[src/rtl/spi_ram_arbiter.sv]
// Two-port arbiter in front of the RAM command/response path. It keeps the RAM
// bound to one requester across an address/data command pair and steers read
// data back to whichever port issued the read.
module spi_ram_arbiter #(
  parameter int LOCK_TIMEOUT = 64,
  parameter int RD_TIMEOUT   = 8
) (
  input  logic       clk,
  input  logic       rst_n,
  input  logic [9:0] p0_cmd,
  input  logic       p0_valid,
  output logic       p0_ready,
  output logic [7:0] p0_rdata,
  output logic       p0_rvalid,
  input  logic [9:0] p1_cmd,
  input  logic       p1_valid,
  output logic       p1_ready,
  output logic [7:0] p1_rdata,
  output logic       p1_rvalid,
  output logic [9:0] ram_rx_data,
  output logic       ram_rx_valid,
  input  logic [7:0] ram_tx_data,
  input  logic       ram_tx_valid,
  output logic       owner,
  output logic       lock_timeout,
  output logic       rd_timeout,
  output logic       stray_rd
);

  localparam int TMAX = (LOCK_TIMEOUT > RD_TIMEOUT) ? LOCK_TIMEOUT : RD_TIMEOUT;
  localparam int TW   = $clog2(TMAX + 1);
  localparam logic [TW-1:0] LOCK_LAST = TW'(LOCK_TIMEOUT - 1);
  localparam logic [TW-1:0] RD_LAST   = TW'(RD_TIMEOUT - 1);

  localparam logic [1:0] OP_WR_ADDR = 2'b00;
  localparam logic [1:0] OP_WR_DATA = 2'b01;
  localparam logic [1:0] OP_RD_ADDR = 2'b10;
  localparam logic [1:0] OP_RD_DATA = 2'b11;

  typedef enum logic [1:0] {IDLE, LOCK, WAIT_RD} state_t;

  state_t          state_q, state_d;
  logic            owner_q, owner_d;
  logic [TW-1:0]   timer_q, timer_d;
  logic [9:0]      rx_data_q, rx_data_d;
  logic            rx_valid_q, rx_valid_d;
  logic [7:0]      p0_rdata_q, p0_rdata_d;
  logic [7:0]      p1_rdata_q, p1_rdata_d;
  logic            p0_rvalid_q, p0_rvalid_d;
  logic            p1_rvalid_q, p1_rvalid_d;
  logic            lock_to_q, lock_to_d;
  logic            rd_to_q, rd_to_d;
  logic            stray_q, stray_d;

  logic            acc;
  logic            gnt;
  logic [9:0]      acc_cmd;

  // Grant: round-robin on a tie in IDLE, owner-only in LOCK, nobody while a read is outstanding.
  always_comb begin
    p0_ready = 1'b0;
    p1_ready = 1'b0;
    case (state_q)
      IDLE: begin
        if (p0_valid && p1_valid) begin
          p0_ready = owner_q;
          p1_ready = !owner_q;
        end else begin
          p0_ready = p0_valid;
          p1_ready = p1_valid;
        end
      end
      LOCK: begin
        p0_ready = p0_valid && !owner_q;
        p1_ready = p1_valid && owner_q;
      end
      default: ;
    endcase
  end

  assign acc     = p0_ready || p1_ready;
  assign gnt     = p1_ready;
  assign acc_cmd = gnt ? p1_cmd : p0_cmd;

  // Next-state, lock/read timers, command forwarding and read-data steering.
  always_comb begin
    state_d     = state_q;
    owner_d     = owner_q;
    timer_d     = timer_q;
    rx_data_d   = rx_data_q;
    rx_valid_d  = 1'b0;
    p0_rdata_d  = p0_rdata_q;
    p1_rdata_d  = p1_rdata_q;
    p0_rvalid_d = 1'b0;
    p1_rvalid_d = 1'b0;
    lock_to_d   = 1'b0;
    rd_to_d     = 1'b0;
    stray_d     = ram_tx_valid && (state_q != WAIT_RD);

    if (acc) begin
      rx_data_d  = acc_cmd;
      rx_valid_d = 1'b1;
    end

    case (state_q)
      IDLE: begin
        if (acc) begin
          owner_d = gnt;
          timer_d = '0;
          unique case (acc_cmd[9:8])
            OP_WR_ADDR, OP_RD_ADDR: state_d = LOCK;
            OP_WR_DATA:             state_d = IDLE;
            OP_RD_DATA:             state_d = WAIT_RD;
          endcase
        end
      end
      LOCK: begin
        if (acc) begin
          timer_d = '0;
          unique case (acc_cmd[9:8])
            OP_WR_ADDR, OP_RD_ADDR: state_d = LOCK;
            OP_WR_DATA:             state_d = IDLE;
            OP_RD_DATA:             state_d = WAIT_RD;
          endcase
        end else if (timer_q == LOCK_LAST) begin
          state_d   = IDLE;
          timer_d   = '0;
          lock_to_d = 1'b1;
        end else begin
          timer_d = timer_q + TW'(1);
        end
      end
      WAIT_RD: begin
        if (ram_tx_valid) begin
          state_d = IDLE;
          timer_d = '0;
          if (owner_q) begin
            p1_rdata_d  = ram_tx_data;
            p1_rvalid_d = 1'b1;
          end else begin
            p0_rdata_d  = ram_tx_data;
            p0_rvalid_d = 1'b1;
          end
        end else if (timer_q == RD_LAST) begin
          state_d = IDLE;
          timer_d = '0;
          rd_to_d = 1'b1;
        end else begin
          timer_d = timer_q + TW'(1);
        end
      end
      default: begin
        state_d = IDLE;
        timer_d = '0;
      end
    endcase
  end

  // State and output registers; owner resets to port 1 so port 0 wins the first tie.
  always_ff @(posedge clk or negedge rst_n) begin
    if (!rst_n) begin
      state_q     <= IDLE;
      owner_q     <= 1'b1;
      timer_q     <= '0;
      rx_data_q   <= '0;
      rx_valid_q  <= 1'b0;
      p0_rdata_q  <= '0;
      p1_rdata_q  <= '0;
      p0_rvalid_q <= 1'b0;
      p1_rvalid_q <= 1'b0;
      lock_to_q   <= 1'b0;
      rd_to_q     <= 1'b0;
      stray_q     <= 1'b0;
    end else begin
      state_q     <= state_d;
      owner_q     <= owner_d;
      timer_q     <= timer_d;
      rx_data_q   <= rx_data_d;
      rx_valid_q  <= rx_valid_d;
      p0_rdata_q  <= p0_rdata_d;
      p1_rdata_q  <= p1_rdata_d;
      p0_rvalid_q <= p0_rvalid_d;
      p1_rvalid_q <= p1_rvalid_d;
      lock_to_q   <= lock_to_d;
      rd_to_q     <= rd_to_d;
      stray_q     <= stray_d;
    end
  end

  assign ram_rx_data  = rx_data_q;
  assign ram_rx_valid = rx_valid_q;
  assign p0_rdata     = p0_rdata_q;
  assign p1_rdata     = p1_rdata_q;
  assign p0_rvalid    = p0_rvalid_q;
  assign p1_rvalid    = p1_rvalid_q;
  assign owner        = owner_q;
  assign lock_timeout = lock_to_q;
  assign rd_timeout   = rd_to_q;
  assign stray_rd     = stray_q;

endmodule

[config.mk]
export PLATFORM = sky130hd
export DESIGN_NAME = spi_ram_arbiter
export DESIGN_NICKNAME = d
export VERILOG_FILES = /design/src/rtl/spi_ram_arbiter.sv
export SDC_FILE = /design/constraint.sdc
export NUM_CORES = 1
export LEC_CHECK = 0
export ABC_AREA = 0
export CAP_MARGIN = 20
export CORE_MARGIN = 2
export CORE_UTILIZATION = 40
export CTS_CLUSTER_DIAMETER = 120
export DETAILED_ROUTE_END_ITERATION = 8
export PLACE_DENSITY_LB_ADDON = 0.25
export SLEW_MARGIN = 5
export SYNTH_ARGS = -nofsm -noshare
export SYNTH_HDL_FRONTEND = slang
export SYNTH_SLANG_ARGS = --single-unit
[constraint.sdc]
create_clock -name clk -period 1.9 [get_ports clk]
set_input_delay 0.475 -clock clk [delete_from_list [all_inputs] [get_ports clk]]
set_output_delay 0.475 -clock clk [all_outputs]
set_load 0.05 [all_outputs]
==> impl_metrics.env <==
export IMPL_drive_above_1_share_pct=37.9
export IMPL_grt_pass1_vias=1655
export IMPL_setup_slack_ps=-82.8
export IMPL_async_flop_share_pct=100
export IMPL_max_cap_violations=0
export IMPL_r2r_end="ram_rx_data[8]$_DFFE_PN0P_"
export IMPL_synthTopCellsByArea="dfrtp_1 (54%), nand2_1 (8.9%), mux2_2 (6.5%)"
export IMPL_grt_pass1_wl_um=7450
export IMPL_netlist_area_leader_share_pct=54.2
export IMPL_ys_types=36
export IMPL_r2r_cells=6
export IMPL_hpwl_um=3370
export IMPL_yosys_area_top_type="dfrtp_1"
export IMPL_antenna_cells=0
export IMPL_port_buffers=67
export IMPL_min_period_over_period_pct=104
export IMPL_setup_viol=2
export IMPL_r2r_start="state_q[0]$_DFFE_PN0P_"
export IMPL_synth_yosys_warnings=0
export IMPL_syn_instance_count=187
export IMPL_critPathLaunchType="flop"
export IMPL_clock_latency_ps=290
export IMPL_power_density_nw_per_um2=1740
export IMPL_root_buffer="clkbuf_8"
export IMPL_synth_commonest_cells="nand2_1 (45), dfrtp_1 (41), nor2_1 (17), mux2_2 (11), a31oi_1 (10)"
export IMPL_wl_um=4780
export IMPL_worstPathMaxFanout=3
export IMPL_p_total_w=0.00529
export IMPL_coreArea_sq_um=4630
export IMPL_ant_nets=0
export IMPL_start_util_pct=40.9
export IMPL_outcome="finished with violations"
export IMPL_avgSynthCellArea_sq_um=10.1
export IMPL_worstSetupEndpointType="output pin"
export IMPL_num_fill_cells=380
export IMPL_fin_crit_ps=1980
export IMPL_cts_tree="yes"
export IMPL_syn_to_final_growth_pct=61.0
export IMPL_tns_ps=-137
export IMPL_power_leakage_nw=1.47
export IMPL_violations="negative setup slack"
export IMPL_met3_length_um=281
export IMPL_slew_headroom_pct=65.0
export IMPL_r2r_setup_slack_ps=40
export IMPL_globalplace_congestion=0.781
export IMPL_drtIter0Drc=101
export IMPL_hold_violations=0
export IMPL_fin_skew_ps=5.69
export IMPL_antenna_found_initial=0
export IMPL_synth_edf_count=0
export IMPL_cts_path_max_buffers=2
export IMPL_track_usage_pct=18.3
export IMPL_num_rows=25
export IMPL_multiInputGateArea_sq_um=926
export IMPL_regArea_sq_um=1050
export IMPL_die_w_um=72.8
export IMPL_vdd_ir_drop_worst_v=0.00105
export IMPL_cp_required_ps=1420
export IMPL_grt_overflow=0
export IMPL_clk_pin_slew_ps=90
export IMPL_htreeDepth=2
export IMPL_wl_met2_um=2320
export IMPL_synth_nets=224
export IMPL_crit_arrival_ps=1510
export IMPL_drt_pass1_iter_count=4
export IMPL_achievable_frequency_mhz=504
export IMPL_cts_made_buffers=5
export IMPL_min_path_type="in -> async"
export IMPL_die_y_um=72.8
export IMPL_worst_pin_slew_ps=525
export IMPL_ioPinCount=68
export IMPL_routed_top_layer="met4"
export IMPL_ys_ff_latch=42
export IMPL_rsz0062_at_grt="yes"
export IMPL_synth_most_common_cell="nand2_1"
export IMPL_num_vias=1689
export IMPL_ctsHoldBuffers=0
export IMPL_synth_area_sq_um=1890
export IMPL_synthFlopType="dfrtp_1"
export IMPL_ys_seq_area_share_pct=55.6
export IMPL_viasPerCell=4.91
export IMPL_wl_per_cell_um=13.9
export IMPL_maxSlewViolCount=0
export IMPL_drc=0
export IMPL_nets=326
export IMPL_dieArea_sq_um=5300
export IMPL_wl_met1_um=2110
export IMPL_grt_max_degree=43
export IMPL_cts_sinks=42
export IMPL_worstSetupPathType="reg -> out"
## metrics by stage
step / hold slack, ps / instances / worst slack, ps / instance area [sq um] / utilization, %
global placement: 460 / 327 / -197 / 2760 / 59.6
finish: 239 / 344 / -82.8 / 3050 / 65.8
global route: 265 / 344 / -139 / 3050 / 65.8
floorplan: 179 / 187 / 17.2 / 1940 / -
detailed placement: 464 / 327 / -219 / 2760 / 59.6
CTS: 251 / 341 / -103 / 2960 / 63.9
## timing repair
action | 4_1_cts | 5_1_grt
setup endpoints to repair | 3 | 21
setup buffers | 6 | 3
gates resized for setup | 13 | 15
pin swaps | 2 | 5
## report_power, final
part           total (W)  leakage [nW]  internal (W)  switching [W]
registers        0.00143         0.527       0.00123       0.000207
logic            0.00327         0.905       0.00129        0.00198
clock network   0.000588        0.0408      0.000263       0.000326
## how the worst max path moves through the flow
stage,startpoint,endpoint,slack (ps),cells past startpoint
finish,state_q[0]$_DFFE_PN0P_,p1_ready,-80,5
global route,state_q[0]$_DFFE_PN0P_,p1_ready,-140,5
CTS,state_q[0]$_DFFE_PN0P_,p1_ready,-100,6
detailed placement,p1_valid,state_q[1]$_DFFE_PN0P_,-220,7
global placement,p1_valid,p1_ready,-200,5
floorplan,owner$_DFFE_PN1P_,ram_rx_data[8]$_DFFE_PN0P_,20,5
## final cells by class
class,count,area share [%]
clock buffers,5,2.26
clock inverters,3,0.780
inverters,7,1.03
multi-input cells,133,30.4
flip-flops and latches,42,34.6
well taps,54,2.22
repair buffers,100,28.8
## worst max-delay path, cell delays in order (launching register included)
cell and delay [ps]:
dfrtp_2 450, ha_4 170, and3_4 180, a31oi_4 190
clkinv_4 70, buf_8 150
## cell usage in the layout, fill, tap and decap left out, types with 2 or more instances in the layout
| cell type | n |
|---|---|
| a21oi_1 | 2 |
| a31oi_1 | 9 |
| buf_12 | 3 |
| buf_4 | 62 |
| buf_6 | 2 |
| clkbuf_8 | 5 |
| clkdlybuf4s50_1 | 30 |
| clkinvlp_4 | 2 |
| dfrtp_1 | 40 |
| ha_4 | 2 |
| inv_1 | 3 |
| inv_2 | 2 |
| mux2_2 | 10 |
| mux2i_1 | 2 |
| nand2_1 | 45 |
| nand2b_4 | 2 |
| nand3_1 | 4 |
| nor2_1 | 16 |
| nor2b_1 | 3 |
| nor3b_1 | 2 |
| o21ai_0 | 5 |
| xnor2_1 | 3 |
| xor2_1 | 2 |
## sequential cells by signal (all words and copies together) (netlist names)
name          cells
timer_q           7
ram_rx_data      10
p0_rvalid         1
p1_rdata          8
owner             1
p0_rdata          8
rd_timeout        1
state_q           2
lock_timeout      1
stray_rd          1
p1_rvalid         1
ram_rx_valid      1
## cell families after synthesis
family	count (synthesis)	synth area share, %
muxes	13	7.60
DFF	42	55.6
xor gates and xnor gates	5	2.31
adders and majority gates	4	2.64
and+or+nand+nor	83	19.8
buffers and inverters	12	2.51
AOI/OAI and AO/OA	28	9.58
## layer usage
metal / global-route usage (%) / vias up
li1: - / 834
met1: 24.4 / 797
met2: 29.3 / 52
met3: 4.70 / 6
met4: 5.76 / 0
met5: 0 / -
No activity file was read; power rests on OpenSTA's default activity.
